==> src/rtl/reg_dump_pkg.sv <==
// ============================================================================
// Module   : reg_dump_pkg
// Brief    : Shared types and constants for the MIPS state-dump unit.
// Revision : 1.0
// ============================================================================
`default_nettype none

package reg_dump_pkg;

  typedef enum logic [2:0] {
    IDLE = 3'd0,
    HALT = 3'd1,
    HDR  = 3'd2,
    SEND = 3'd3,
    LOAD = 3'd4,
    SUM  = 3'd5,
    DONE = 3'd6
  } state_t;

  localparam logic [7:0] DUMP_HDR       = 8'hA5;
  localparam int         FRAME_BYTES    = 134;
  localparam int         DUMP_DATA_W    = 32;
  localparam int         BYTES_PER_WORD = DUMP_DATA_W / 8;

  function automatic int bytes_per_word(input int width);
    return width / 8;
  endfunction

endpackage

`default_nettype wire

==> src/rtl/reg_dump_if.sv <==
// ============================================================================
// Module   : reg_dump_if
// Brief    : Byte stream valid/ready channel carrying the dump frame.
// Revision : 1.0
// ============================================================================
`default_nettype none

interface reg_dump_if;

  logic [7:0] tx_data;
  logic       tx_valid;
  logic       tx_ready;

  modport master (output tx_data, output tx_valid, input tx_ready);
  modport slave  (input tx_data, input tx_valid, output tx_ready);

endinterface

`default_nettype wire

==> src/rtl/reg_dump_word_ser.sv <==
// ============================================================================
// Module   : word_ser
// Brief    : Word-to-byte shift serializer, most significant byte first.
// Revision : 1.0
// ============================================================================
`default_nettype none

module word_ser
  import reg_dump_pkg::*;
#(
  parameter int DATA_W = 32
) (
  input  wire logic              clk,
  input  wire logic              rst_n,
  input  wire logic              load,
  input  wire logic [DATA_W-1:0] load_data,
  input  wire logic              shift,
  output logic      [7:0]        byte_out,
  output logic                   last
);

  localparam int c_bpw   = bytes_per_word(DATA_W);
  localparam int c_cnt_w = (c_bpw > 1) ? $clog2(c_bpw) : 1;

  logic [DATA_W-1:0]  r_sreg;
  logic [c_cnt_w-1:0] r_cnt;

  always_ff @(posedge clk or negedge rst_n) begin
    if (!rst_n) begin
      r_sreg <= '0;
      r_cnt  <= '0;
    end else if (load) begin
      r_sreg <= load_data;
      r_cnt  <= '0;
    end else if (shift) begin
      r_sreg <= r_sreg << 8;
      r_cnt  <= r_cnt + c_cnt_w'(1);
    end
  end

  assign byte_out = r_sreg[DATA_W-1 -: 8];
  assign last     = (r_cnt == c_cnt_w'(c_bpw - 1));

endmodule

`default_nettype wire

==> src/rtl/reg_dump.sv <==
// ============================================================================
// Module   : reg_dump
// Brief    : Halts the CPU and streams header, PC, register file and checksum.
// Revision : 1.0
// ============================================================================
`default_nettype none

module reg_dump
  import reg_dump_pkg::*;
#(
  parameter int NUM_REGS = 32,
  parameter int DATA_W   = 32
) (
  input  wire logic              clk,
  input  wire logic              rst_n,
  input  wire logic              start,
  output logic                   busy,
  output logic                   halt_req,
  input  wire logic [DATA_W-1:0] pc_in,
  output logic      [4:0]        rf_addr,
  input  wire logic [DATA_W-1:0] rf_data,
  reg_dump_if.master             tx,
  output logic                   done
);

  localparam int c_idx_w = $clog2(NUM_REGS + 1);

  state_t              r_state;
  state_t              w_state_nxt;
  logic [4:0]          r_rf_addr;
  logic [c_idx_w-1:0]  r_words;
  logic [7:0]          r_csum;

  logic                w_hs;
  logic                w_ser_load;
  logic [DATA_W-1:0]   w_ser_data;
  logic                w_ser_shift;
  logic [7:0]          w_ser_byte;
  logic                w_ser_last;
  logic                w_regs_left;

  // tx_valid is decoded from state only, so the handshake never loops back.
  assign w_hs        = tx.tx_valid && tx.tx_ready;
  assign w_regs_left = (r_words < c_idx_w'(NUM_REGS));
  assign w_ser_load  = (r_state == HALT) || (r_state == LOAD);
  assign w_ser_data  = (r_state == HALT) ? pc_in : rf_data;
  assign w_ser_shift = (r_state == SEND) && w_hs;

  word_ser #(
    .DATA_W    (DATA_W)
  ) u_word_ser (
    .clk       (clk),
    .rst_n     (rst_n),
    .load      (w_ser_load),
    .load_data (w_ser_data),
    .shift     (w_ser_shift),
    .byte_out  (w_ser_byte),
    .last      (w_ser_last)
  );

  always_ff @(posedge clk or negedge rst_n) begin
    if (!rst_n) begin
      r_state <= IDLE;
    end else begin
      r_state <= w_state_nxt;
    end
  end

  always_comb begin
    w_state_nxt = r_state;
    case (r_state)
      IDLE: if (start) w_state_nxt = HALT;
      HALT: w_state_nxt = HDR;
      HDR:  if (w_hs) w_state_nxt = SEND;
      SEND: if (w_hs && w_ser_last) w_state_nxt = w_regs_left ? LOAD : SUM;
      LOAD: w_state_nxt = SEND;
      SUM:  if (w_hs) w_state_nxt = DONE;
      DONE: w_state_nxt = IDLE;
      default: w_state_nxt = IDLE;
    endcase
  end

  always_comb begin
    busy        = 1'b0;
    halt_req    = 1'b0;
    tx.tx_valid = 1'b0;
    tx.tx_data  = 8'h00;
    done        = 1'b0;
    if (r_state != IDLE) begin
      busy     = 1'b1;
      halt_req = 1'b1;
    end
    case (r_state)
      HDR: begin
        tx.tx_valid = 1'b1;
        tx.tx_data  = DUMP_HDR;
      end
      SEND: begin
        tx.tx_valid = 1'b1;
        tx.tx_data  = w_ser_byte;
      end
      SUM: begin
        tx.tx_valid = 1'b1;
        tx.tx_data  = r_csum;
      end
      DONE: done = 1'b1;
      default: ;
    endcase
  end

  // Read address saturates at the last register and is rewound on the next dump.
  always_ff @(posedge clk or negedge rst_n) begin
    if (!rst_n) begin
      r_rf_addr <= '0;
      r_words   <= '0;
      r_csum    <= '0;
    end else begin
      case (r_state)
        HALT: begin
          r_rf_addr <= '0;
          r_words   <= '0;
          r_csum    <= '0;
        end
        SEND: if (w_hs) r_csum <= r_csum ^ w_ser_byte;
        LOAD: begin
          r_words <= r_words + c_idx_w'(1);
          if (r_rf_addr != 5'(NUM_REGS - 1)) r_rf_addr <= r_rf_addr + 5'd1;
        end
        default: ;
      endcase
    end
  end

  assign rf_addr = r_rf_addr;

endmodule

`default_nettype wire
==> src/flat_wrapper.sv <==
// flat-port wrapper written by rule: the top's interface ports become plain ports
module reg_dump_flat import reg_dump_pkg::*;
#(
  parameter int NUM_REGS = 32,
  parameter int DATA_W   = 32
)
  (clk, rst_n, start, busy, halt_req, pc_in, rf_addr, rf_data, done, tx_tx_data, tx_tx_valid, tx_tx_ready);
  reg_dump_if tx_i ();
  input  wire logic clk;
  input  wire logic rst_n;
  input  wire logic start;
  output logic busy;
  output logic halt_req;
  input  wire logic [DATA_W-1:0] pc_in;
  output logic      [4:0] rf_addr;
  input  wire logic [DATA_W-1:0] rf_data;
  output logic done;
  output wire logic [$bits(tx_i.tx_data)-1:0] tx_tx_data;
  output wire logic [$bits(tx_i.tx_valid)-1:0] tx_tx_valid;
  input wire logic [$bits(tx_i.tx_ready)-1:0] tx_tx_ready;
  assign tx_tx_data = tx_i.tx_data;
  assign tx_tx_valid = tx_i.tx_valid;
  assign tx_i.tx_ready = tx_tx_ready;
  reg_dump #(.NUM_REGS(NUM_REGS), .DATA_W(DATA_W)) u_core (.clk(clk), .rst_n(rst_n), .start(start), .busy(busy), .halt_req(halt_req), .pc_in(pc_in), .rf_addr(rf_addr), .rf_data(rf_data), .tx(tx_i), .done(done));
endmodule
==> config.mk <==
export PLATFORM = sky130hd
export DESIGN_NAME = reg_dump_flat
export DESIGN_NICKNAME = d
export VERILOG_FILES = /design/src/rtl/reg_dump_pkg.sv /design/src/rtl/reg_dump_if.sv /design/src/rtl/reg_dump_word_ser.sv /design/src/rtl/reg_dump.sv /design/src/flat_wrapper.sv
export SDC_FILE = /design/constraint.sdc
export NUM_CORES = 1
export LEC_CHECK = 0
export CAP_MARGIN = 30
export CORE_ASPECT_RATIO = 1.25
export CORE_MARGIN = 2
export CORE_UTILIZATION = 45
export DETAILED_ROUTE_END_ITERATION = 6
export PLACE_DENSITY = 0.79
export SLEW_MARGIN = 20
export SYNTH_ARGS = -nofsm -noshare
export SYNTH_HDL_FRONTEND = slang
export SYNTH_SLANG_ARGS = --single-unit
export TNS_END_PERCENT = 1
==> constraint.sdc <==
create_clock -name clk -period 2 [get_ports clk]
set_input_delay 0.4 -clock clk [delete_from_list [all_inputs] [get_ports clk]]
set_output_delay 0.4 -clock clk [all_outputs]
set_load 0.01 [all_outputs]
==> metrics <==
clock-pin transition on the worst setup and hold timing paths=approximately 0.11 ns; Tightest Pin Transition=around 0.57 ns; Post-DP HPWL=6.35 mm; Initial Util=0.463; pins over their slew limit=0; number of clock sinks=56; Setup CP Type=reg -> out; CP Data Required Time=~1.6 ns; Synth Instances=between 300 and 400; Seq/Total Area, Yosys=0.411; Distinct cells, synth=between 40 and 50; Area contributors post-synth=dfrtp_1 41%, o2bb2ai_1 6.2%, mux2i_1 4.1%; Max FO, Critical Path=7; Max-slew headroom=0.620; CTS tree=built; Total GRT Usage=0.219; Worst Path Arrival=1.55 ns; DR WL/cell=between 15 and 20 um; Power Density=roughly 1200 nW/um^2; clock root cell=clkbuf_8; setup repair after global routing missed its margin=true; grt total ovfl=0; area post-placement=4400 sq um; H-tree depth=2; first-pass GRT wire length=14.2 mm; Hold-fix buffers, CTS=0; Post-synth EDFFs=0; max-cap viol count=0; final std cells w/o fill=around 520; antenna-violating nets left=0; Total Wirelength=approximately 8.8 mm; CTS buffer count=5; most common cell in the netlist=dfrtp_1; Setup crit end kind=primary output; # setup viols final=0; vias in the first global route=2920; period utilization=0.977; Area Growth Syn to Fin=32.8%; largest net degree at the start of global routing=34; DR vias/cell=slightly below 6; FF-to-FF End=u_core.rf_addr[3]; Synth Cell Area=between 3000 and 4000 sq um; Worst R2R Path Depth=6; total number of vias=slightly above 3k; P_leak=roughly 1.9 nW; Hold Path Class=in -> async; # port buffers=84; status=completed; Critical Path End=halt_req; Core ar.=approximately 7400 sq um; FMAX=0.512 GHz; ratio of cells with drive above 1 in the final layout=0.147; DR iter-0 viols=~180; Final Core Density=0.616; area leader, netlist=dfrtp_1; drt drc=0; asr flop ratio synth=1.00; antenna violations before repair=0; row count=35; DIE AREA=between 8000 and 9000 sq um; Post-Place Cells=513; post-route cell area=around 4500 sq um; diode count=0; Synthesized Nets=~420; final-report hold violation count=0; Final Wtd Congestion=between 0.7 and 0.8; critical path startpoint=u_core.r_state[2]; die width=about 80 um; FF-to-FF Start=u_core.rf_addr[0]; setup bufs post-CTS=0; Worst Skew=between 0.01 and 0.015 ns; most common flop cell mapped by yosys=dfrtp_1; Synth top cells by count=56 x dfrtp_1, 24 x o2bb2ai_1, 22 x nand2_1, 17 x buf_2, 16 x clkbuf_1; Ports=between 80 and 90; Clk Latency, worst-skew pair=0.31 ns; Synth Register Bits=56; r2r setup slk=~0.18 ns; synth warn=0; Synth top area share=0.411; clk buf depth=2; CP Launch Type=register; worst vdd ir=0.000502 V; chip height=~100 um; layout net count=500; DRT Pass-1 Iters=4; syn avg cell area=just under 10 sq um; crit path time final=about 2.0 ns
==> flip-flops by register name, summed over array words and instances (netlist names) <==
register and flops:
u_core.u_word_ser.r_sreg 32, u_core.r_csum 8, u_core.r_words 6, u_core.rf_addr 5, u_core.r_state 3, u_core.u_word_ser.r_cnt 2
==> cells by family after synthesis <==
kind of cell | after synthesis | share of synthesized area
flip-flops | 56 | 0.411
multiplexers | 24 | 0.0741
AND/OR/NAND/NOR | 113 | 0.204
AO/OA/AOI/OAI | 107 | 0.237
buffers and inverters | 44 | 0.0569
XOR/XNOR | 1 | 0.00257
adder cells (fa/ha/maj) | 4 | 0.0147
==> per-stage QoR <==
stage | worst slack, ns | TNS (ns) | hold WS (ns) | power, mW
6_report | 0.0458 | 0 | 0.0630 | 5.33
5_1_grt | -0.00410 | -0.00411 | 0.0923 | 5.72
4_1_cts | -0.151 | -0.151 | 0.0798 | 5.32
3_5_place_dp | 0.0645 | 0 | 0.427 | 4.59
3_3_place_gp | 0.115 | 0 | 0.424 | 4.49
2_1_floorplan | 0.211 | 0 | 0.104 | 3.62
==> layout make-up <==
| cell class | instances | area [sq um] |
|---|---|---|
| sequential | 56 | 1410 |
| multi-input combinational | 249 | 1820 |
| clock buffer | 6 | 82.6 |
| clock inverter | 2 | 38.8 |
| timing repair buffer | 107 | 1030 |
| inverter | 9 | 33.8 |
| tap | 92 | 115 |
| fill | 616 | 2830 |
==> worst min-delay path by stage <==
stage          start                      endpoint  slack (ns)  cells past startpoint
5_1_grt        rst_n              u_core.r_csum[5]        0.09                      1
3_3_place_gp   rst_n  u_core.u_word_ser.r_sreg[29]        0.42                      1
2_1_floorplan  rst_n              u_core.r_csum[0]        0.10                      0
3_5_place_dp   rst_n  u_core.u_word_ser.r_sreg[29]        0.43                      1
6_report       rst_n  u_core.u_word_ser.r_sreg[29]        0.06                      1
4_1_cts        rst_n  u_core.u_word_ser.r_sreg[29]        0.08                      1
==> power breakdown <==
part | switching [mW] | internal (mW) | total [mW]
Clock | 0.369 | 0.410 | 0.779
Sequential | 0.296 | 1.52 | 1.82
Combinational | 1.35 | 1.38 | 2.73
Total | 2.01 | 3.32 | 5.33
==> cell usage in the layout, fill, tap and decap left out, drive strengths merged, types with 8 or more instances in the layout <==
master,synthesis,final
or3,8,8
nor3b,9,9
clkdlybuf4s50,0,71
mux2,10,10
dfrtp,56,56
a21oi,16,16
a22oi,13,13
buf,19,24
a22o,15,15
mux2i,14,14
o21ai,12,12
inv,9,9
o2bb2ai,24,24
nor3,12,12
clkbuf,16,11
nand2,22,22
nand3b,15,15
nor2b,9,9
nor2,10,10
==> routing by layer <==
layer	routed length, um	track usage
met1	3830	0.295
met5	0	0
met3	425	0.0348
met4	104	0.0551
met2	4450	0.367
==> worst max-delay path, stage by stage, from the launching register on <==
cell and delay, ns:
dfrtp_2 0.47, or3_1 0.45, dlygate4sd2_1 0.31
==> what timing repair did <==
item | in CTS | in global routing
resized for setup | 21 | 15
endpoints found under the hold margin | 0 | 0
setup endpoints to repair | 12 | 20
(Power assumes the default switching activity.)
